[src/rtl/spi_bus_bridge_pkg.sv]
// spi_bus_bridge_pkg
//   Shared types and defaults for the SPI slave bridge.
//   - state_t          : frame state machine encoding
//   - WORD_SIZE_DEF    : default frame / bus word width
//   - IDLE_MISO_DEF    : default word shifted out when no response is latched
//   - bit_cnt_w()      : width of a counter able to hold 0..word_size
package spi_bus_bridge_pkg;

  typedef enum logic [1:0] {
    ST_IDLE  = 2'd0,
    ST_SHIFT = 2'd1,
    ST_DONE  = 2'd2
  } state_t;

  localparam int WORD_SIZE_DEF = 16;
  localparam logic [15:0] IDLE_MISO_DEF = 16'h0000;

  function automatic int bit_cnt_w(input int word_size);
    return $clog2(word_size + 1);
  endfunction

  localparam int BIT_CNT_W = bit_cnt_w(WORD_SIZE_DEF);

endpackage

[src/rtl/spi_bus_bridge_pin_sync.sv]
// spi_pin_sync
//   Multi-flop synchroniser for one asynchronous pin, plus single-cycle
//   rise/fall pulses derived from the last two synchronised samples.
//   Ports:
//     i_clk, i_rst_n : system clock, async active-low reset
//     i_pin          : asynchronous input pin
//     o_sync         : synchronised level
//     o_rise, o_fall : one-cycle edge pulses on the synchronised level
//   RST_VAL lets idle-high pins (cs_n) reset high so reset release does
//   not look like an edge.
module spi_pin_sync #(
  parameter int   STAGES  = 2,
  parameter logic RST_VAL = 1'b0
) (
  input  logic i_clk,
  input  logic i_rst_n,
  input  logic i_pin,
  output logic o_sync,
  output logic o_rise,
  output logic o_fall
);

  logic [STAGES-1:0] r_chain;
  logic              r_prev;

  always_ff @(posedge i_clk or negedge i_rst_n) begin
    if (!i_rst_n) begin
      r_chain <= {STAGES{RST_VAL}};
      r_prev  <= RST_VAL;
    end else begin
      r_chain <= {r_chain[STAGES-2:0], i_pin};
      r_prev  <= r_chain[STAGES-1];
    end
  end

  assign o_sync = r_chain[STAGES-1];
  assign o_rise = o_sync & ~r_prev;
  assign o_fall = ~o_sync & r_prev;

endmodule

[src/rtl/spi_bus_bridge.sv]
// spi_bus_bridge
//   SPI mode-0 slave front end between an external SPI master and the
//   matrix controller bus interfaces. Received frames become rx_valid/rx_data
//   level pulses; response words latched from tx_valid/tx_data are shifted
//   out on MISO. tx_ready pulses after every completed frame to request the
//   next response word.
//   Ports:
//     i_clk, i_rst_n           : system clock (>= 8x sclk), async active-low reset
//     i_spi_sclk/cs_n/mosi     : SPI pins from the master
//     o_spi_miso               : SPI data to the master, MSB first
//     o_rx_valid, o_rx_data    : received word pulse / data
//     o_tx_ready               : request for the next response word
//     i_tx_valid, i_tx_data    : response word write
//     o_err_cnt (optional)     : {tx underruns, aborted frames}, saturating
//   Build option: define SPI_BUS_BRIDGE_ERR_CNT_EN to add o_err_cnt.
//
//   state | meaning
//   IDLE  | cs_n high, miso held 0, sclk ignored
//   SHIFT | frame in progress, shifting on synced sclk edges
//   DONE  | one cycle: publish rx word, start rx/tx pulses, free tx latch
module spi_bus_bridge
  import spi_bus_bridge_pkg::*;
#(
  parameter int WORD_SIZE       = WORD_SIZE_DEF,
  parameter int SYNC_STAGES     = 2,
  parameter int RX_PULSE_CYCLES = 4,
  parameter int TX_PULSE_CYCLES = 4,
  parameter logic [WORD_SIZE-1:0] IDLE_MISO_WORD = WORD_SIZE'(IDLE_MISO_DEF)
) (
  input  logic                 i_clk,
  input  logic                 i_rst_n,
  input  logic                 i_spi_sclk,
  input  logic                 i_spi_cs_n,
  input  logic                 i_spi_mosi,
  output logic                 o_spi_miso,
  output logic                 o_rx_valid,
  output logic [WORD_SIZE-1:0] o_rx_data,
  output logic                 o_tx_ready,
  input  logic                 i_tx_valid,
  input  logic [WORD_SIZE-1:0] i_tx_data
`ifdef SPI_BUS_BRIDGE_ERR_CNT_EN
  ,
  output logic [15:0]          o_err_cnt
`endif
);

  localparam int CNT_W = bit_cnt_w(WORD_SIZE);
  localparam int RX_TW = $clog2(RX_PULSE_CYCLES);
  localparam int TX_TW = $clog2(TX_PULSE_CYCLES);

  logic w_sclk_sync_unused, w_sclk_rise, w_sclk_fall;
  logic w_cs_sync, w_cs_rise, w_cs_fall;

  spi_pin_sync #(.STAGES(SYNC_STAGES), .RST_VAL(1'b0)) u_sync_sclk (
    .i_clk(i_clk), .i_rst_n(i_rst_n), .i_pin(i_spi_sclk),
    .o_sync(w_sclk_sync_unused), .o_rise(w_sclk_rise), .o_fall(w_sclk_fall)
  );

  spi_pin_sync #(.STAGES(SYNC_STAGES), .RST_VAL(1'b1)) u_sync_cs (
    .i_clk(i_clk), .i_rst_n(i_rst_n), .i_pin(i_spi_cs_n),
    .o_sync(w_cs_sync), .o_rise(w_cs_rise), .o_fall(w_cs_fall)
  );

  // mosi only needs the level; same depth keeps it aligned with sclk edges
  logic [SYNC_STAGES-1:0] r_mosi_chain;
  logic                   w_mosi;

  always_ff @(posedge i_clk or negedge i_rst_n) begin
    if (!i_rst_n) r_mosi_chain <= '0;
    else          r_mosi_chain <= {r_mosi_chain[SYNC_STAGES-2:0], i_spi_mosi};
  end
  assign w_mosi = r_mosi_chain[SYNC_STAGES-1];

  state_t               r_state, w_state_nxt;
  logic [CNT_W-1:0]     r_bit_cnt;
  logic [WORD_SIZE-1:0] r_rx_shift, r_tx_shift, r_tx_latch;
  logic                 r_tx_full, r_reload, r_miso;
  logic                 r_rx_restart;
  logic [RX_TW-1:0]     r_rx_tmr;
  logic [TX_TW-1:0]     r_tx_tmr;

  logic                 w_at_end, w_sh_act, w_load, w_done;
  logic [WORD_SIZE-1:0] w_tx_word;

  assign w_at_end  = (r_bit_cnt == CNT_W'(WORD_SIZE));
  assign w_sh_act  = (r_state == ST_SHIFT) && !w_at_end && !w_cs_rise;
  // frame start: cs falling, or first sclk fall after DONE when cs stayed low
  assign w_load    = ((r_state == ST_IDLE) && w_cs_fall) ||
                     (w_sh_act && w_sclk_fall && r_reload);
  assign w_done    = (r_state == ST_DONE);
  assign w_tx_word = r_tx_full ? r_tx_latch : IDLE_MISO_WORD;

  always_ff @(posedge i_clk or negedge i_rst_n) begin
    if (!i_rst_n) r_state <= ST_IDLE;
    else          r_state <= w_state_nxt;
  end

  always_comb begin
    w_state_nxt = r_state;
    case (r_state)
      ST_IDLE:  if (w_cs_fall) w_state_nxt = ST_SHIFT;
      ST_SHIFT: begin
        if (w_at_end)       w_state_nxt = ST_DONE;
        else if (w_cs_rise) w_state_nxt = ST_IDLE;
      end
      ST_DONE:  w_state_nxt = w_cs_sync ? ST_IDLE : ST_SHIFT;
      default:  w_state_nxt = ST_IDLE;
    endcase
  end

  always_ff @(posedge i_clk or negedge i_rst_n) begin
    if (!i_rst_n) begin
      r_bit_cnt  <= '0;
      r_rx_shift <= '0;
      r_tx_shift <= '0;
      r_miso     <= 1'b0;
      r_reload   <= 1'b0;
    end else begin
      case (r_state)
        ST_IDLE: begin
          r_bit_cnt <= '0;
          r_reload  <= 1'b0;
          r_miso    <= 1'b0;
          if (w_load) begin
            r_tx_shift <= w_tx_word;
            r_miso     <= w_tx_word[WORD_SIZE-1];
          end
        end
        ST_SHIFT: begin
          if (!w_at_end) begin
            if (w_cs_rise) begin
              // abort, or clean end after DONE when bit count is already 0
              r_bit_cnt <= '0;
              r_reload  <= 1'b0;
              r_miso    <= 1'b0;
            end else if (w_sclk_rise) begin
              r_rx_shift <= {r_rx_shift[WORD_SIZE-2:0], w_mosi};
              r_bit_cnt  <= r_bit_cnt + 1'b1;
            end else if (w_sclk_fall) begin
              if (w_load) begin
                r_tx_shift <= w_tx_word;
                r_miso     <= w_tx_word[WORD_SIZE-1];
                r_reload   <= 1'b0;
              end else begin
                r_tx_shift <= r_tx_shift << 1;
                r_miso     <= r_tx_shift[WORD_SIZE-2];
              end
            end
          end
        end
        ST_DONE: begin
          r_bit_cnt <= '0;
          r_reload  <= 1'b1;
        end
        default: r_bit_cnt <= '0;
      endcase
    end
  end

  // tx latch: a write in the same cycle as DONE must survive the clear
  always_ff @(posedge i_clk or negedge i_rst_n) begin
    if (!i_rst_n) begin
      r_tx_latch <= '0;
      r_tx_full  <= 1'b0;
    end else if (i_tx_valid) begin
      r_tx_latch <= i_tx_data;
      r_tx_full  <= 1'b1;
    end else if (w_done) begin
      r_tx_full  <= 1'b0;
    end
  end

  // rx pulse: a word landing mid-pulse forces a one-cycle low gap so the
  // controller's edge detector sees a fresh rising edge
  always_ff @(posedge i_clk or negedge i_rst_n) begin
    if (!i_rst_n) begin
      o_rx_valid   <= 1'b0;
      o_rx_data    <= '0;
      r_rx_tmr     <= '0;
      r_rx_restart <= 1'b0;
    end else if (w_done) begin
      o_rx_data <= r_rx_shift;
      if (o_rx_valid) begin
        o_rx_valid   <= 1'b0;
        r_rx_restart <= 1'b1;
      end else begin
        o_rx_valid <= 1'b1;
        r_rx_tmr   <= RX_TW'(RX_PULSE_CYCLES - 1);
      end
    end else if (r_rx_restart) begin
      r_rx_restart <= 1'b0;
      o_rx_valid   <= 1'b1;
      r_rx_tmr     <= RX_TW'(RX_PULSE_CYCLES - 1);
    end else if (o_rx_valid) begin
      if (r_rx_tmr == '0) o_rx_valid <= 1'b0;
      else                r_rx_tmr   <= r_rx_tmr - 1'b1;
    end
  end

  always_ff @(posedge i_clk or negedge i_rst_n) begin
    if (!i_rst_n) begin
      o_tx_ready <= 1'b0;
      r_tx_tmr   <= '0;
    end else if (w_done) begin
      o_tx_ready <= 1'b1;
      r_tx_tmr   <= TX_TW'(TX_PULSE_CYCLES - 1);
    end else if (o_tx_ready) begin
      if (r_tx_tmr == '0) o_tx_ready <= 1'b0;
      else                r_tx_tmr   <= r_tx_tmr - 1'b1;
    end
  end

  assign o_spi_miso = r_miso;

`ifdef SPI_BUS_BRIDGE_ERR_CNT_EN
  logic       r_ld_empty;
  logic [7:0] r_abort_cnt, r_undr_cnt;
  logic       w_abort, w_undr;

  // bit count 0 at cs rise is the normal end after DONE, not an abort
  assign w_abort = (r_state == ST_SHIFT) && !w_at_end && w_cs_rise && (r_bit_cnt != '0);
  // an underrun is counted once the loaded frame actually clocks its first bit
  assign w_undr  = w_sh_act && w_sclk_rise && (r_bit_cnt == '0) && r_ld_empty;

  always_ff @(posedge i_clk or negedge i_rst_n) begin
    if (!i_rst_n) begin
      r_ld_empty  <= 1'b0;
      r_abort_cnt <= '0;
      r_undr_cnt  <= '0;
    end else begin
      if (w_load)                          r_ld_empty  <= !r_tx_full;
      if (w_abort && r_abort_cnt != 8'hFF) r_abort_cnt <= r_abort_cnt + 1'b1;
      if (w_undr && r_undr_cnt != 8'hFF)   r_undr_cnt  <= r_undr_cnt + 1'b1;
    end
  end

  assign o_err_cnt = {r_undr_cnt, r_abort_cnt};
`endif

endmodule

[config.mk]
export PLATFORM = sky130hd
export DESIGN_NAME = spi_bus_bridge
export DESIGN_NICKNAME = d
export VERILOG_FILES = /design/src/rtl/spi_bus_bridge_pkg.sv /design/src/rtl/spi_bus_bridge_pin_sync.sv /design/src/rtl/spi_bus_bridge.sv
export SDC_FILE = /design/constraint.sdc
export NUM_CORES = 1
export LEC_CHECK = 0
export BUFFER_PORTS_ARGS = -buffer_cell sky130_fd_sc_hd__buf_2
export CORE_MARGIN = 8
export CORE_UTILIZATION = 57
export CTS_CLUSTER_SIZE = 24
export DETAILED_ROUTE_END_ITERATION = 7
export GPL_ROUTABILITY_DRIVEN = 0
export HOLD_SLACK_MARGIN = 0.03
export PLACE_DENSITY = 0.81
export SLEW_MARGIN = 20
export SYNTH_ARGS = -nofsm -noshare
export SYNTH_HDL_FRONTEND = slang
export SYNTH_SLANG_ARGS = --single-unit
[constraint.sdc]
create_clock -name i_clk -period 2.1 [get_ports i_clk]
set_clock_uncertainty 0.1 [all_clocks]
set_input_delay 0.63 -clock i_clk [delete_from_list [all_inputs] [get_ports i_clk]]
set_output_delay 0.63 -clock i_clk [all_outputs]
set_load 0.01 [all_outputs]
==> flow_summary.ini <==
[outcome]
status = finished clean

[clock_network]
cts_resized = 0
insertion_delay_ns = 0.35
htreeDepth = 3
cts_sinks = 88
clkTransAtPathRegs_ns = 0.08
root_buffer = clkbuf_8
clockBufferDepth = 2
cts_buffers = 9
cts_tree = done

[sta]
slew_viol_final = 0
holdWs_ns = 0.07902
worst_pin_slew_ns = 0.5460
min_period_over_period = 0.8984
fmax_ghz = 0.5300
min_period_ns = 1.887
setup_tns_ns = 0
rsz0062_at_grt = false
hold_viol_final = 0
setup_violations = 0
relSlewSlack = 0.6360

[logic_synthesis]
synthCells = 326
yosys_register_bits = 88
seq_area_frac_synth = 0.6061
synth_area_per_cell_sq_um = 11.16
synth_top_area_frac = 0.5844
synth.distinct_cells = 39
yosysWarningCount = 0
syn_nets = 352
synth_area_leaders = dfrtp_1 58%, nand2_1 7.7%, mux2_2 7.4%
yosysTopAreaCell = dfrtp_1
synthesis.area_sq_um = 3640

[routing]
wl_mm = 6.596
drc = 0
ant_nets = 0
drt_iter0_markers = 121
via_per_inst = 5.404
wire_per_inst_um = 14.66
drt_pre_antenna_iters = 5
vias = 2432

[setup_path]
crit_family = buffers and inverters
required_ns = 2.26
criticalPathCategory = reg -> reg
cp_slowest_stage_delay_ns = 0.38
arrival_ns = 2.04
path_max_fanout = 30
cp_slowest_cell = dfrtp_1
crit_path_cell_trace = inv_1 -> ha_1 -> nand4bb_1 -> buf_4 -> nand4_1 -> a21oi_2 -> buf_12 -> nor2_1 -> a31oi_1
start_kind = flip-flop
critical_path.n_buffers_inverters = 3
cp-end-kind = flip-flop

[grt]
use_met2 = 0.2646
grt_pass1_vias = 2562
antenna_found_initial = 0
track_usage = 0.1609
grt_first_pass_wirelength_mm = 11.63
grt_max_degree = 31
overflow = 0
grtUsageMet1 = 0.1957
gr-usage-met3 = 0.03588
busiest_layer = met2

[power_and_ir_drop]
p_per_area_nw_per_um2 = 868.8
vdd_ir_drop_max_uv = 582.9
total_power_mw = 3.572
leakage_nw = 2.041

[final_layout]
area_growth_pct = 12.96
fin_util = 0.6550
drive_gt1_frac = 0.2761
nets = 397
instances_no_fill = 450
antennaDiodeCount = 0

[die]
initial_core_util = 0.5798
die_w_um = 95.91
placementRows = 29
die_h_um = 95.91
coreArea_sq_um = 6277
die_area_sq_um = 9199
io_pins = 41

[hold_path]
hold_path_class = in -> async

[placed_design]
placed_cells = 436
port_buffers = 40
post-dp-hpwl_mm = 4.675

[flow_run]
drv_cap = 0
## power by group
| part | leakage, nW | internal, mW | switching (mW) |
|---|---|---|---|
| registers | 1.11 | 1.92 | 0.148 |
| logic | 0.844 | 0.250 | 0.263 |
| clock network | 0.0842 | 0.474 | 0.513 |
## final cells by class
type                    instances  area (sq um)
fillers                       489          2166
clock buffers                  12         155.1
repair buffers                 52         317.8
clock inverters                 1         5.005
inverters                      12         45.04
multi-input cells             208          1286
flip-flops and latches         88          2206
well taps                      77         96.34
## per-stage QoR
stage | worst slack, ns | area [sq um]
6_report | 0.2133 | 4111
3_3_place_gp | 0.2844 | 3944
5_1_grt | 0.06323 | 4111
4_1_cts | 0.1291 | 4104
3_5_place_dp | 0.1725 | 3944
2_1_floorplan | 0.2009 | 3640
## state kept, by name (all words and copies together) (netlist names)
signal,cells
o_rx_data,16
o_rx_valid,1
o_spi_miso,1
o_tx_ready,1
r_bit_cnt,5
r_mosi_chain,2
r_reload,1
r_rx_restart,1
r_rx_shift,16
r_rx_tmr,2
r_state,2
r_tx_full,1
r_tx_latch,16
r_tx_shift,15
r_tx_tmr,2
u_sync_cs.r_chain,2
u_sync_cs.r_prev,1
u_sync_sclk.r_chain,2
u_sync_sclk.r_prev,1
## kinds of logic after synthesis
group / after synthesis / synth area share
DFF: 88 / 0.6061
and+or+nand+nor: 130 / 0.1592
buffers and inverters: 30 / 0.04159
xor gates and xnor gates: 2 / 0.004814
adders and majority gates: 4 / 0.01375
muxes: 32 / 0.1073
AOI/OAI and AO/OA: 40 / 0.06738
## cell usage after synthesis
master     count
o32a_1         1
a211oi_1       2
o2111ai_1      1
nand4b_1       1
a41oi_1        1
mux2_2        24
buf_12         1
or3_1          1
xnor2_1        1
o211ai_1       1
a31oi_1       15
nor2_1        18
or2_1          1
ha_1           4
a21oi_1        6
a21o_1         1
nor2b_4        1
buf_4          1
buf_2          3
nand2_1       75
buf_6          2
dfrtp_1       85
nor3_1         1
clkbuf_1      11
inv_1         12
nand3_2        1
nand3_1       17
nor2b_1        4
nand4_1        3
nand2b_1       4
and2_1         1
o221ai_1       1
xor2_1         1
o21ai_0       10
dfstp_2        3
nand4bb_1      1
nand2b_2       1
mux2_4         8
o21ai_1        1
## worst reg2reg max path: stages (launching register included)
cell and delay (ns):
dfrtp_1 0.38, inv_1 0.06, ha_1 0.19, nand4bb_1 0.15, buf_4 0.17, nand4_1 0.11
a21oi_2 0.23, buf_12 0.19, nor2_1 0.06, a31oi_1 0.17
## cell usage in the layout, fill, tap and decap left out, drive strengths merged
master / n
clkinv: 1
buf: 52
nand4b: 1
dfrtp: 85
nand4bb: 1
a41oi: 1
a31oi: 15
a211oi: 2
xnor2: 1
nand2b: 5
or3: 1
mux2: 32
and2: 1
nand2: 75
o221ai: 1
inv: 12
nor2: 18
o32a: 1
o2111ai: 1
nand4: 3
a21oi: 6
ha: 4
xor2: 1
o211ai: 1
or2: 1
a21o: 1
clkbuf: 12
nand3: 18
dfstp: 3
o21ai: 11
nor3: 1
nor2b: 5
## path summary, 6_finish.rpt
path	startpoint	endpoint	slack, ns	cells past startpoint
hold / removal	i_rst_n	r_tx_latch[14]$_DFFE_PN0P_	0.08	1
min in group i_clk	r_mosi_chain[0]$_DFF_PN0_	r_mosi_chain[1]$_DFF_PN0_	0.25	0
setup reg to reg	r_bit_cnt[0]$_DFFE_PN0P_	r_tx_shift[8]$_DFFE_PN0P_	0.21	9
hold reg to reg	r_mosi_chain[0]$_DFF_PN0_	r_mosi_chain[1]$_DFF_PN0_	0.25	0
setup / recovery	r_bit_cnt[0]$_DFFE_PN0P_	r_tx_shift[8]$_DFFE_PN0P_	0.21	9
max in group asynchronous	i_rst_n	u_sync_cs.r_chain[1]$_DFF_PN1_	1.24	2
## routing by layer
layer | share of wire | vias up
li1 | - | 1181
met1 | 0.43 | 1189
met2 | 0.51 | 48
met3 | 0.041 | 14
met4 | 0.022 | 0
met5 | 0 | -
## repair_timing
item | in CTS | in global routing
setup endpoints to repair | 0 | 1
endpoints found under the hold margin | 0 | 0
hold buffers | 0 | 0
buffers inserted | 0 | 1
(Power assumes the default switching activity.)
